==> config.mk <==
export PLATFORM = sky130hd
export DESIGN_NAME = act_requant_flat
export DESIGN_NICKNAME = d
export VERILOG_FILES = /design/src/rtl/act_requant_pkg.sv /design/src/rtl/act_requant_if.sv /design/src/rtl/act_requant_sync_fifo.sv /design/src/rtl/act_requant.sv /design/src/flat_wrapper.sv
export SDC_FILE = /design/constraint.sdc
export NUM_CORES = 1
export LEC_CHECK = 0
export ABC_AREA = 1
export CORE_UTILIZATION = 53
export DETAILED_ROUTE_END_ITERATION = 6
export PLACE_DENSITY_LB_ADDON = 0.12
export SLEW_MARGIN = 15
export SYNTH_ARGS = -nofsm -noshare
export SYNTH_HDL_FRONTEND = slang
export SYNTH_SLANG_ARGS = --single-unit
==> constraint.sdc <==
create_clock -name clk -period 4.5 [get_ports clk]
set_clock_uncertainty 0.15 [all_clocks]
set_input_delay 0.9 -clock clk [delete_from_list [all_inputs] [get_ports clk]]
set_output_delay 0.9 -clock clk [all_outputs]
set_load 0.02 [all_outputs]
==> src/rtl/act_requant_pkg.sv <==
// Shared layer constants (nn_pkg) plus the block-local defaults for the
// activation requantiser (act_requant_pkg).
package nn_pkg;
  localparam int ACC_W     = 22;  // accumulator sum width, signed
  localparam int ACC_FRAC  = 12;  // fractional bits of the sum (Q9.12)
  localparam int ACT_W     = 8;   // activation width, unsigned
  localparam int ACT_FRAC  = 4;   // fractional bits of the activation (Q4.4)
  localparam int N_NEURONS = 10;  // neurons per layer
endpackage

package act_requant_pkg;
  import nn_pkg::*;

  localparam int DEF_FIFO_DEPTH = 4;  // output buffer entries
  localparam int DEF_IDX_W      = 4;  // neuron index width

  // Largest value representable in an unsigned activation of width w.
  function automatic int act_max(input int w);
    return (1 << w) - 1;
  endfunction
endpackage

==> src/rtl/act_requant_if.sv <==
// Activation stream towards the next layer.
// Handshake: the master holds out_data/out_idx/out_last stable while out_valid
// is high and out_ready is low; one word transfers on each rising clock edge
// where out_valid && out_ready; out_valid never waits for out_ready.
interface act_requant_if #(
  parameter int DATA_W = 8,
  parameter int IDX_W  = 4
);
  logic [DATA_W-1:0] out_data;
  logic [IDX_W-1:0]  out_idx;
  logic              out_last;
  logic              out_valid;
  logic              out_ready;

  modport master (
    output out_data,
    output out_idx,
    output out_last,
    output out_valid,
    input  out_ready
  );

  modport slave (
    input  out_data,
    input  out_idx,
    input  out_last,
    input  out_valid,
    output out_ready
  );
endinterface

==> src/rtl/act_requant_sync_fifo.sv <==
// Small synchronous FIFO with a registered storage array. Push and pop on
// the same edge while full is legal (the head leaves as the new word lands).
// A push while full without a pop is refused; the caller decides what that means.
module sync_fifo #(
  parameter int DATA_W = 8,
  parameter int DEPTH  = 4
) (
  input  logic              clk,
  input  logic              reset,
  input  logic              clear,
  input  logic              push,
  input  logic              pop,
  input  logic [DATA_W-1:0] din,
  output logic [DATA_W-1:0] dout,
  output logic              full,
  output logic              empty
);
  localparam int AW = $clog2(DEPTH);

  logic [DATA_W-1:0] mem [DEPTH];
  logic [AW:0]       wr_ptr;
  logic [AW:0]       rd_ptr;
  logic              do_pop;
  logic              do_push;

  // Pointers carry one extra wrap bit to tell full from empty.
  assign empty   = (wr_ptr == rd_ptr);
  assign full    = (wr_ptr[AW] != rd_ptr[AW]) && (wr_ptr[AW-1:0] == rd_ptr[AW-1:0]);
  assign do_pop  = pop && !empty;
  assign do_push = push && (!full || do_pop);
  assign dout    = empty ? '0 : mem[rd_ptr[AW-1:0]];

  // Pointer and storage update; clear only rewinds pointers.
  always_ff @(posedge clk or negedge reset) begin
    if (!reset) begin
      wr_ptr <= '0;
      rd_ptr <= '0;
      for (int i = 0; i < DEPTH; i++) mem[i] <= '0;
    end else if (clear) begin
      wr_ptr <= '0;
      rd_ptr <= '0;
    end else begin
      if (do_push) begin
        mem[wr_ptr[AW-1:0]] <= din;
        wr_ptr              <= wr_ptr + 1'b1;
      end
      if (do_pop) rd_ptr <= rd_ptr + 1'b1;
    end
  end
endmodule

==> src/rtl/act_requant.sv <==
// Requantises finished Q9.12 neuron sums to unsigned Q4.4 activations
// (ReLU, round half up, saturate), buffers them and streams them out tagged
// with a wrapping neuron index. Upstream is never stalled; a sample arriving
// at a full buffer that is not draining is dropped and flagged sticky.
module act_requant
  import nn_pkg::*;
  import act_requant_pkg::*;
#(
  parameter int IN_W       = ACC_W,
  parameter int IN_FRAC    = ACC_FRAC,
  parameter int OUT_W      = ACT_W,
  parameter int OUT_FRAC   = ACT_FRAC,
  parameter int FIFO_DEPTH = DEF_FIFO_DEPTH,
  parameter int NEURONS    = N_NEURONS,
  parameter int IDX_W      = DEF_IDX_W
) (
  input  logic            clk,
  input  logic            reset,
  input  logic            clear,
  input  logic [IN_W-1:0] acc_in,
  input  logic            acc_valid,
  act_requant_if.master   out_if,
  output logic            overflow
);
  localparam int SH = IN_FRAC - OUT_FRAC;
  localparam logic [IN_W:0]      HALF     = (IN_W+1)'(1) << (SH - 1);
  localparam logic [IN_W:0]      SAT_WIDE = (IN_W+1)'(act_max(OUT_W));
  localparam logic [OUT_W-1:0]   SAT      = '1;
  localparam logic [IDX_W-1:0]   IDX_LAST = IDX_W'(NEURONS - 1);

  logic              s1_valid;
  logic [IN_W:0]     s1_r;
  logic [IN_W:0]     s1_r_next;
  logic              s2_valid;
  logic [OUT_W-1:0]  s2_act;
  logic [OUT_W-1:0]  s2_act_next;
  logic [IDX_W-1:0]  idx;
  logic              fifo_full;
  logic              fifo_empty;
  logic [OUT_W-1:0]  fifo_dout;
  logic              handshake;

  assign handshake = out_if.out_valid && out_if.out_ready;

  // ReLU then round half up; one extra bit keeps the rounding add from wrapping.
  always_comb begin
    s1_r_next = '0;
    if (!acc_in[IN_W-1]) s1_r_next = ({1'b0, acc_in} + HALF) >> SH;
  end

  // Stage 1 register: rounded, non-negative value.
  always_ff @(posedge clk or negedge reset) begin
    if (!reset) begin
      s1_valid <= 1'b0;
      s1_r     <= '0;
    end else if (clear) begin
      s1_valid <= 1'b0;
      s1_r     <= '0;
    end else begin
      s1_valid <= acc_valid;
      s1_r     <= s1_r_next;
    end
  end

  // Clamp to the largest activation code.
  always_comb begin
    s2_act_next = s1_r[OUT_W-1:0];
    if (s1_r > SAT_WIDE) s2_act_next = SAT;
  end

  // Stage 2 register: final activation waiting for the FIFO write.
  always_ff @(posedge clk or negedge reset) begin
    if (!reset) begin
      s2_valid <= 1'b0;
      s2_act   <= '0;
    end else if (clear) begin
      s2_valid <= 1'b0;
      s2_act   <= '0;
    end else begin
      s2_valid <= s1_valid;
      s2_act   <= s2_act_next;
    end
  end

  sync_fifo #(
    .DATA_W (OUT_W),
    .DEPTH  (FIFO_DEPTH)
  ) u_fifo (
    .clk   (clk),
    .reset (reset),
    .clear (clear),
    .push  (s2_valid),
    .pop   (handshake),
    .din   (s2_act),
    .dout  (fifo_dout),
    .full  (fifo_full),
    .empty (fifo_empty)
  );

  // Neuron index advances per delivered activation and wraps at the layer end.
  always_ff @(posedge clk or negedge reset) begin
    if (!reset) begin
      idx <= '0;
    end else if (clear) begin
      idx <= '0;
    end else if (handshake) begin
      idx <= (idx == IDX_LAST) ? '0 : idx + 1'b1;
    end
  end

  // Sticky drop flag: a write found the buffer full and nothing leaving.
  always_ff @(posedge clk or negedge reset) begin
    if (!reset) begin
      overflow <= 1'b0;
    end else if (clear) begin
      overflow <= 1'b0;
    end else if (s2_valid && fifo_full && !handshake) begin
      overflow <= 1'b1;
    end
  end

  assign out_if.out_valid = !fifo_empty;
  assign out_if.out_data  = fifo_dout;
  assign out_if.out_idx   = idx;
  assign out_if.out_last  = (idx == IDX_LAST);
endmodule
==> src/flat_wrapper.sv <==
// flat-port wrapper written by rule: the top's interface ports become plain ports
module act_requant_flat import nn_pkg::*; import act_requant_pkg::*;
#(
  parameter int IN_W       = ACC_W,
  parameter int IN_FRAC    = ACC_FRAC,
  parameter int OUT_W      = ACT_W,
  parameter int OUT_FRAC   = ACT_FRAC,
  parameter int FIFO_DEPTH = DEF_FIFO_DEPTH,
  parameter int NEURONS    = N_NEURONS,
  parameter int IDX_W      = DEF_IDX_W
)
  (clk, reset, clear, acc_in, acc_valid, overflow, out_if_out_data, out_if_out_idx, out_if_out_last, out_if_out_valid, out_if_out_ready);
  act_requant_if #(.IDX_W(IDX_W)) out_if_i ();
  input  logic clk;
  input  logic reset;
  input  logic clear;
  input  logic [IN_W-1:0] acc_in;
  input  logic acc_valid;
  output logic overflow;
  output wire logic [$bits(out_if_i.out_data)-1:0] out_if_out_data;
  output wire logic [$bits(out_if_i.out_idx)-1:0] out_if_out_idx;
  output wire logic [$bits(out_if_i.out_last)-1:0] out_if_out_last;
  output wire logic [$bits(out_if_i.out_valid)-1:0] out_if_out_valid;
  input wire logic [$bits(out_if_i.out_ready)-1:0] out_if_out_ready;
  assign out_if_out_data = out_if_i.out_data;
  assign out_if_out_idx = out_if_i.out_idx;
  assign out_if_out_last = out_if_i.out_last;
  assign out_if_out_valid = out_if_i.out_valid;
  assign out_if_i.out_ready = out_if_out_ready;
  act_requant #(.IN_W(IN_W), .IN_FRAC(IN_FRAC), .OUT_W(OUT_W), .OUT_FRAC(OUT_FRAC), .FIFO_DEPTH(FIFO_DEPTH), .NEURONS(NEURONS), .IDX_W(IDX_W)) u_core (.clk(clk), .reset(reset), .clear(clear), .acc_in(acc_in), .acc_valid(acc_valid), .out_if(out_if_i), .overflow(overflow));
endmodule
==> flow_summary_export.csv, run 1 <==
group,metric,value,unit
outcome,run_status,"finished, final reports clean",
critical_path,timing.critical_path.required,3.45,ns
timing,timing.final.max_slew_violations,0,
cts,postCtsResizedCells,0,
placed_design,place.gp.congestion,0.782,
routing,routed_wirelength,6740,um
grt,antenna_found_initial,0,
critical_path,critPathMostFrequentCell,"nand2_4",
synthesis,syn-instance-count,410,
routing,drtIter0Drc,135,
timing,hold_viol,0,
cts,count_of_h_tree_levels_built_during_cts,3,
cts,cts_hold_repair.buffers,0,
grt,grt_max_degree,36,
critical_path,setup.worst_path.start_class,"flip-flop",
timing,worstMarginPinSlew,0.728,ns
timing,setup_tns,0,ns
die,rows,28,
grt,number_of_global_route_vias_before_repair,2399,
cts,cts.clk_slew.worst_paths,0.08,ns
grt,grt_use_met2,37.8,%
routing,post-route-drc-count,0,
critical_path,worst_r2r_endpoint,"u_core.u_fifo.mem[1]",
synthesis,yosys_warnings,0,
critical_path,timing.setup.critical_path_class,"flip-flop to output port",
synthesis,synth_nets,445,
timing,timing.slew.headroom,51.5,%
timing,timing.final.setup_violations,0,
placed_design,detailed_place_hpwl,4680,um
placed_design,numPortBuffers,34,
critical_path,cpMaxStageDelayCell,"dfrtp_1",
cells_and_area,antenna_cells,0,
run,cap_viol_max_count,0,
timing,min_period,3.58,ns
die,die_w,82.3,um
timing,rsz0062_at_grt,"no",
routing,detail_route.wl_per_cell,12.8,um
die,initial_core_util,56.4,%
cts,clk-insertion-delay-late,0.34,ns
critical_path,timing.critical_path.arrival,2.53,ns
synthesis,seq_area_frac_synth,49.8,%
cts,tritoncts,"built",
critical_path,worstPathCellList,"clkinv_4, nand2_2, nand2_4, nor2_8, nand2_4, nand2_1, inv_1, clkdlybuf4s50_1",
synthesis,asyncSetResetFlopFracSynth,100,%
grt,grt_use_met3,3.63,%
synthesis,flops_latches_synth,68,
grt,global_route_wire_length_before_repair,11100,um
routing,routed-via-count,2722,
synthesis,ys_dominant_reg_cell,"dfrtp_1",
synthesis,edff_count_synth,0,
grt,global_route.usage.met1,28.3,%
synthesis,synthDistinctLibCells,32,
cts,post-cts-setup-buffers,0,
critical_path,crit_path_max_fanout,19,
critical_path,cp.depth,8,
cells_and_area,layout-area-overhead-vs-synth,17.7,%
pwr,pwr_density_cell,370,mW/mm^2
cells_and_area,layout.nets,483,
die,chip_height,82.3,um
critical_path,timing.critical_path.max_delay_family,"buffers and inverters",
cts,numCtsBuffers,9,
critical_path,r2r.worst_path.cells,8,
die,ios,42,
critical_path,r2r_slack,2.28,ns
die,core_area,0.00606,mm^2
grt,grt_remaining_overflow,0,
critical_path,endpoint,"out_if_out_data[6]",
synthesis,syn-mean-instance-area,8.34,um^2
critical_path,cp_slowest_stage_delay,0.75,ns
cts,root_buffer,"clkbuf_8",
critical_path,worst_setup_path_end_kind,"output port",
cts,max_clock_buf_depth,2,
grt,global_route.peak_usage_layer,"met2",
critical_path,cp_num_buf_inv,3,
cells_and_area,post_layout_util,66.4,%
cells_and_area,final_layout_size_suffix_gt1_share,9.27,%
routing,ant_nets,0,
timing,maxClockFrequency,280,MHz
critical_path,source_of_the_critical_timing_path,"u_core.u_fifo.rd_ptr[0]",
grt,grt.total_usage,22.6,%
pwr,total_leakage_power,2.14,nW
pwr,max-vdd-ir-drop,0.234,mV
die,floorplan.die_area,0.00678,mm^2
cts,clkSinkCount,68,
critical_path,regToRegStartpoint,"u_core.u_fifo.rd_ptr[0]",
synthesis,synthesis.area,0.00342,mm^2
timing,fin_crit_sh,79.5,%
timing,fin_hold_ws,0.309,ns
worst_hold_path,worst_hold_path_type,"flip-flop to flip-flop",
routing,viasPerCell,5.16,
routing,firstDrtPassIters,4,
-- worst min-delay path by stage --
stage                          startpoint  cells after the start  slack [ns]                     to
finish                    u_core.s1_valid                      2        0.31        u_core.s2_valid
global route        u_core.u_fifo.mem[22]                      2        0.34  u_core.u_fifo.mem[22]
CTS                       u_core.s1_valid                      2        0.32        u_core.s2_valid
detailed placement        u_core.s1_valid                      2        0.30        u_core.s2_valid
global placement          u_core.s1_valid                      2        0.29        u_core.s2_valid
floorplan                 u_core.s1_valid                      2        0.28        u_core.s2_valid
-- worst min-delay path: stages (launching register included) --
cell	delay, ns
dfrtp_1	0.32
inv_1	0.03
nor2_1	0.07
-- metal layers --
metal	vias up	part of all wire, %
met5	-	0
met4	0	2.1
met3	11	5.7
met2	75	48
met1	1262	44
li1	1374	-
-- where the power goes --
| part | switching [mW] | internal (mW) | leakage (nW) |
|---|---|---|---|
| combinational | 0.140 | 0.0998 | 1.12 |
| sequential | 0.0434 | 0.661 | 0.907 |
| clock | 0.220 | 0.327 | 0.107 |
-- placed cells by master (no fill, tap or decap), types with 6 or more instances in the layout --
master | synthesis | final
o21ai_0 | 22 | 22
nor2_1 | 32 | 32
inv_1 | 41 | 41
dfrtp_1 | 68 | 68
nor3_1 | 10 | 10
nand2_4 | 6 | 6
o22ai_1 | 8 | 8
nand2_1 | 137 | 137
o21ai_1 | 7 | 7
nand3_1 | 15 | 15
ha_1 | 8 | 8
a21oi_1 | 16 | 16
clkbuf_8 | 0 | 10
clkdlybuf4s50_1 | 0 | 33
-- flip-flops by register name, summed over array words and instances (netlist names) --
register               cells
u_core.out_if.out_idx      4
u_core.overflow            1
u_core.s1_r               15
u_core.s1_valid            1
u_core.s2_act              8
u_core.s2_valid            1
u_core.u_fifo.mem         32
u_core.u_fifo.rd_ptr       3
u_core.u_fifo.wr_ptr       3
-- through the flow --
stage	area, um^2	total power [mW]	setup WS (ns)	cells
floorplan	3420	0.860	2.21	410
global placement	3810	0.950	1.26	512
detailed placement	3810	0.956	1.26	512
CTS	4030	1.50	0.890	528
global route	4030	1.56	0.737	528
finish	4030	1.49	0.924	528
-- synth_stat cells (2+ instances only) --
library cell | count | share of area (%)
nand2_4 | 6 | 2.0
inv_1 | 41 | 4.5
o21ai_0 | 22 | 3.2
buf_6 | 2 | 0.66
nand2_1 | 137 | 15
nand4_1 | 4 | 0.73
o21ai_1 | 7 | 1.0
ha_1 | 8 | 2.9
nand3_1 | 15 | 2.2
nor2_8 | 5 | 2.9
nor2_1 | 32 | 3.5
nor3_1 | 10 | 1.5
dfrtp_1 | 68 | 50
buf_2 | 2 | 0.29
a21oi_1 | 16 | 2.3
inv_2 | 5 | 0.55
xor2_1 | 4 | 1.0
nand2_2 | 3 | 0.55
o22ai_1 | 8 | 1.5
clkbuf_1 | 3 | 0.33
-- cell type report --
class                      instances  area (um^2)
clock inverter                     4         72.6
tap                               75         93.8
timing repair buffer              35          343
sequential                        68         1700
fill                             525         2030
clock buffer                      12          145
inverter                          48          193
multi-input combinational        286         1480
-- cell families after synthesis --
kind of cell / share of synthesized area, %
xor gates and xnor gates: 1.28
DFF: 49.8
and+or+nand+nor: 30.7
buffers and inverters: 7.03
AOI/OAI and AO/OA: 8.23
adders and majority gates: 2.93
other: 0.110
Note: power is estimated with default switching activity, not from simulation.
==> run 2: changes to the inputs <==
==> constraint.sdc (replaced) <==
create_clock -name clk -period 3.7 [get_ports clk]
set_clock_uncertainty 0.15 [all_clocks]
set_input_delay 0.74 -clock clk [delete_from_list [all_inputs] [get_ports clk]]
set_output_delay 0.74 -clock clk [all_outputs]
set_load 0.02 [all_outputs]
==> flow_summary_export.csv, run 2 (synthesized netlist as in run 1, its figures left out) <==
group,metric,value,unit
cells_and_area,antenna_cells,0,
grt,grt_remaining_overflow,0,
grt,number_of_global_route_vias_before_repair,2414,
pwr,pwr_density_cell,439,mW/mm^2
routing,detail_route.wl_per_cell,12.4,um
cells_and_area,largest_register,"u_core.u_fifo.mem",
die,rows,28,
cells_and_area,layout.nets,485,
critical_path,r2r.worst_path.cells,7,
cells_and_area,final-seq-area,0.00170,mm^2
cts,post-cts-setup-buffers,0,
critical_path,worst_setup_path_end_kind,"output port",
routing,post-route-drc-count,0,
routing,routed_wirelength,6570,um
grt,antenna_found_initial,0,
routing,routed-via-count,2725,
placed_design,place.gp.congestion,0.768,
routing,firstDrtPassIters,4,
routing,drtIter0Drc,177,
cells_and_area,layout_commonest_cell,"nand2_1",
cells_and_area,largest_register_ff_count,32,
die,initial_core_util,56.4,%
timing,worstMarginPinSlew,0.834,ns
cts,root_buffer,"clkbuf_8",
critical_path,timing.setup.critical_path_class,"flip-flop to output port",
die,chip_height,82.3,um
pwr,max-vdd-ir-drop,0.249,mV
timing,fin_crit_sh,83.0,%
cells_and_area,layout-area-overhead-vs-synth,17.7,%
worst_hold_path,timing.hold.worst_path_depth,2,
placed_design,detailed_place_hpwl,4670,um
timing,min_period,3.07,ns
cts,postCtsResizedCells,0,
cells_and_area,layout.filler_cells,543,
critical_path,r2r_slack,1.80,ns
critical_path,crit_path_max_fanout,11,
worst_hold_path,min-delay-start,"u_core.s1_valid",
critical_path,setup.worst_path.start_class,"flip-flop",
cts,count_of_h_tree_levels_built_during_cts,3,
worst_hold_path,holdPathEnd,"u_core.s2_valid",
critical_path,worst_r2r_endpoint,"u_core.u_fifo.mem[25]",
critical_path,timing.critical_path.required,2.81,ns
timing,maxClockFrequency,326,MHz
die,floorplan.die_area,0.00678,mm^2
cells_and_area,final_layout_size_suffix_gt1_share,9.89,%
cts,cts.clk_slew.worst_paths,0.07,ns
grt,grt.total_usage,22.0,%
routing,ant_nets,0,
cts,numCtsBuffers,9,
timing,timing.final.max_slew_violations,0,
cts,max_clock_buf_depth,2,
cts,tritoncts,"built",
die,ios,42,
cells_and_area,final_cell_mix,"nand2_1 (137), dfrtp_1 (68), inv_1 (41)",
die,core_area,0.00606,mm^2
timing,hold_viol,0,
placed_design,numPortBuffers,34,
cts,clkSinkCount,68,
cells_and_area,reg_top3,"u_core.u_fifo.mem (32), u_core.s1_r (15), u_core.s2_act (8)",
outcome,run_status,"finished, final reports clean",
critical_path,regToRegStartpoint,"u_core.u_fifo.rd_ptr[1]",
routing,viasPerCell,5.14,
timing,timing.slew.headroom,44.4,%
worst_hold_path,worst_hold_path_type,"flip-flop to flip-flop",
pwr,total_leakage_power,2.14,nW
critical_path,timing.critical_path.arrival,2.18,ns
timing,rsz0062_at_grt,"no",
cts,cts_hold_repair.buffers,0,
pwr,design_power_total,1.77,mW
die,die_w,82.3,um
run,cap_viol_max_count,0,
timing,setup_tns,0,ns
grt,grt_max_degree,69,
cts,clk-insertion-delay-late,0.34,ns
cells_and_area,multi_input_comb_area,0.00148,mm^2
grt,global_route_wire_length_before_repair,11000,um
timing,timing.final.setup_violations,0,
## run 2: cell count changes in the layout (fill, tap and decap cells not counted)
cell,change
clkinv_2,+1
clkbuf_8,+1
clkbuf_1,-1
bufinv_16,-1
buf_4,+2
## run 2: report_power, final
part           total [mW]  leakage (nW)  switching (mW)  internal [mW]
sequential          0.853         0.907          0.0482          0.804
combinational       0.300          1.13           0.177          0.124
clock               0.614         0.102           0.268          0.346
total                1.77          2.14           0.493           1.27
## run 2: per-layer routing
metal	GRT usage [%]	routed length (um)	share of wire [%]
met4	10.5	116	1.8
met5	0	0	0
met2	34.9	3090	47
met1	29.7	3130	48
met3	3.30	235	3.6
## run 2: final cells by class
class / count / share of cell area, %
Sequential cell: 68 / 42.3
Multi-Input combinational cell: 286 / 36.7
Timing Repair Buffer: 37 / 8.89
Inverter: 48 / 4.79
Clock buffer: 12 / 3.85
Tap cell: 75 / 2.33
Clock inverter: 4 / 1.18
## run 2: worst max-delay path by stage
stage | startpoint | endpoint | slack [ns] | cells after the start
final | u_core.u_fifo.rd_ptr[1] | out_if_out_data[1] | 0.63 | 8
after global routing | u_core.u_fifo.rd_ptr[1] | out_if_out_data[1] | 0.53 | 8
after CTS | u_core.u_fifo.rd_ptr[1] | out_if_out_data[1] | 0.63 | 8
after detailed placement | u_core.u_fifo.rd_ptr[1] | out_if_out_data[1] | 1.00 | 8
after global placement | u_core.u_fifo.rd_ptr[1] | out_if_out_data[6] | 1.02 | 8
after floorplan | u_core.u_fifo.rd_ptr[0] | out_if_out_data[5] | 1.57 | 7
## run 2: critical path, cell delays in order, from the launching register on
cell and delay (ns):
dfrtp_1 0.67, inv_8 0.08, nand2_4 0.08, nand2_4 0.06
nor2_8 0.16, nand2_4 0.13, nand2_1 0.10, inv_1 0.04
clkdlybuf4s50_1 0.52
## run 2: metrics by stage
step / cells / worst slack [ns] / util, % / hold slack [ns] / area (um^2)
6_report: 530 / 0.629 / 66.4 / 0.310 / 4030
5_1_grt: 530 / 0.530 / 66.4 / 0.337 / 4030
4_1_cts: 530 / 0.632 / 66.4 / 0.313 / 4030
3_5_place_dp: 514 / 1.00 / 63.1 / 0.296 / 3820
3_3_place_gp: 514 / 1.02 / 63.1 / 0.293 / 3820
2_1_floorplan: 410 / 1.57 / - / 0.284 / 3420
==> run 3: changes to the inputs <==
--- a/config.mk
+++ b/config.mk
@@ -6,7 +6,7 @@
 export NUM_CORES = 1
 export LEC_CHECK = 0
 export ABC_AREA = 1
-export CORE_UTILIZATION = 53
+export CORE_UTILIZATION = 50
 export DETAILED_ROUTE_END_ITERATION = 6
 export PLACE_DENSITY_LB_ADDON = 0.12
 export SLEW_MARGIN = 15
==> constraint.sdc (replaced) <==
create_clock -name clk -period 2.8 [get_ports clk]
set_clock_uncertainty 0.15 [all_clocks]
set_input_delay 0.56 -clock clk [delete_from_list [all_inputs] [get_ports clk]]
set_output_delay 0.56 -clock clk [all_outputs]
set_load 0.02 [all_outputs]
==> flow_summary_export.csv, run 3 (synthesized netlist as in run 1, its figures left out) <==
group,metric,value,unit
outcome,run_status,"finished, final reports clean",
die,floorplan.die_area,0.00717,mm^2
cells_and_area,final_cell_mix,"nand2_1 (137), dfrtp_1 (66), inv_1 (40)",
critical_path,timing.critical_path.arrival,1.98,ns
cts,tritoncts,"built",
cts,root_buffer,"clkbuf_8",
cells_and_area,layout-area-overhead-vs-synth,20.5,%
critical_path,timing.critical_path.required,2.09,ns
pwr,pwr_density_cell,576,mW/mm^2
cells_and_area,layout_commonest_cell,"nand2_1",
pwr,total_leakage_power,2.32,nW
placed_design,numPortBuffers,34,
routing,ant_nets,0,
die,core_area,0.00646,mm^2
grt,grt.total_usage,21.3,%
placed_design,detailed_place_hpwl,4740,um
timing,fin_crit_sh,96.2,%
pwr,design_power_total,2.37,mW
critical_path,r2r_slack,1.01,ns
grt,global_route_wire_length_before_repair,11900,um
timing,min_period,2.69,ns
die,ios,42,
cells_and_area,layout.nets,490,
routing,post-route-drc-count,0,
cts,count_of_h_tree_levels_built_during_cts,3,
die,die_w,84.7,um
cts,max_clock_buf_depth,2,
grt,grt_remaining_overflow,0,
routing,routed_wirelength,6860,um
worst_hold_path,worst_hold_path_type,"input pin to async pin",
cells_and_area,final_cells,537,
cts,numCtsBuffers,9,
critical_path,worst_setup_path_end_kind,"output port",
cells_and_area,final_layout_size_suffix_gt1_share,11.7,%
die,chip_height,84.7,um
cells_and_area,antenna_cells,0,
cts,clkSinkCount,68,
placed_design,place.gp.congestion,0.784,
critical_path,crit_path_max_fanout,5,
timing,setup_tns,0,ns
die,initial_core_util,52.9,%
cells_and_area,post-route-cell-area,0.00412,mm^2
pwr,max-vdd-ir-drop,0.386,mV
cells_and_area,largest_register_ff_count,32,
timing,hold_viol,0,
cts,clk-insertion-delay-late,0.34,ns
run,cap_viol_max_count,0,
timing,fin_hold_ws,0.0866,ns
grt,grt_max_degree,44,
grt,number_of_global_route_vias_before_repair,2596,
cells_and_area,largest_register,"u_core.u_fifo.mem",
timing,timing.slew.headroom,54.3,%
timing,rsz0062_at_grt,"no",
routing,firstDrtPassIters,6,
cells_and_area,reg_top3,"u_core.u_fifo.mem (32), u_core.s1_r (15), u_core.s2_act (8)",
timing,timing.final.max_slew_violations,0,
cts,cts.clk_slew.worst_paths,0.08,ns
timing,worstMarginPinSlew,0.680,ns
placed_design,dpl-instance-area,0.00385,mm^2
critical_path,timing.setup.critical_path_class,"flip-flop to output port",
routing,routed-via-count,2715,
cells_and_area,layout.filler_cells,570,
grt,antenna_found_initial,0,
timing,timing.final.setup_violations,0,
timing,maxClockFrequency,371,MHz
placed_design,placedCellCount,517,
routing,detail_route.wl_per_cell,12.8,um
die,rows,29,
critical_path,setup.worst_path.start_class,"flip-flop",
routing,drtIter0Drc,164,
routing,viasPerCell,5.06,
## run 3: changes by cell type in the layout (fill, tap and decap cells not counted), sizes merged
cell           delta
clkdlybuf4s50     -8
dlymetal6s2s      +8
buf               +5
clkbuf            -1
clkinv            -1
clkinvlp          +1
inv               +1
## run 3: critical path, cell delays in order, from the launching register on
cell             delay (ns)
dfrtp_1                0.43
inv_1                  0.10
ha_1                   0.15
nand2_1                0.05
nor2_1                 0.25
clkdlybuf4s50_1        0.67
## run 3: metrics by stage
stage	setup slack, ns	utilization (%)
floorplan	0.854	-
global placement	0.381	59.6
detailed placement	0.391	59.6
CTS	0.00461	62.9
global route	0.00312	63.8
finish	0.107	63.8
## run 3: report_power, final
group	internal, mW	switching [mW]	total [mW]
combinational	0.176	0.238	0.413
sequential	1.06	0.0625	1.13
clock	0.461	0.374	0.835
total	1.70	0.674	2.37
## run 3: area by class of cell
cell class	instances	area [um^2]	area share, %
clock buffer	11	151	3.67
clock inverter	5	58.8	1.43
inverter	48	193	4.68
multi-input combinational	286	1480	35.9
sequential	68	1700	41.3
tap	77	96.3	2.34
timing repair buffer	42	440	10.7
## run 3: worst paths after layout
path | startpoint | endpoint | depth (start not counted)
max | u_core.out_if.out_idx[1] | out_if_out_last | 5
min | reset | u_core.u_fifo.mem[4] | 1
max reg2reg | u_core.u_fifo.wr_ptr[1] | u_core.u_fifo.mem[28] | 8
min reg2reg | u_core.s1_valid | u_core.s2_valid | 2
max in group asynchronous | reset | u_core.u_fifo.wr_ptr[1] | 2
min in group clk | u_core.s1_valid | u_core.s2_valid | 2
## run 3: timing repair
| item | in CTS | in global routing |
|---|---|---|
| setup endpoints to repair | 1 | 8 |
| setup buffers | 1 | 3 |
| pin swaps | 0 | 0 |
| gates cloned | 0 | 0 |
| hold buffers | 0 | 0 |
| resized for setup | 0 | 11 |
## run 3: per-layer routing
metal  global-route usage, %  vias up  wire (um)
met4                    5.55        0         48
met2                    36.4       71       3340
met5                       0        -          0
met3                    5.31        8        349
li1                        -     1387          -
met1                    27.2     1249       3120
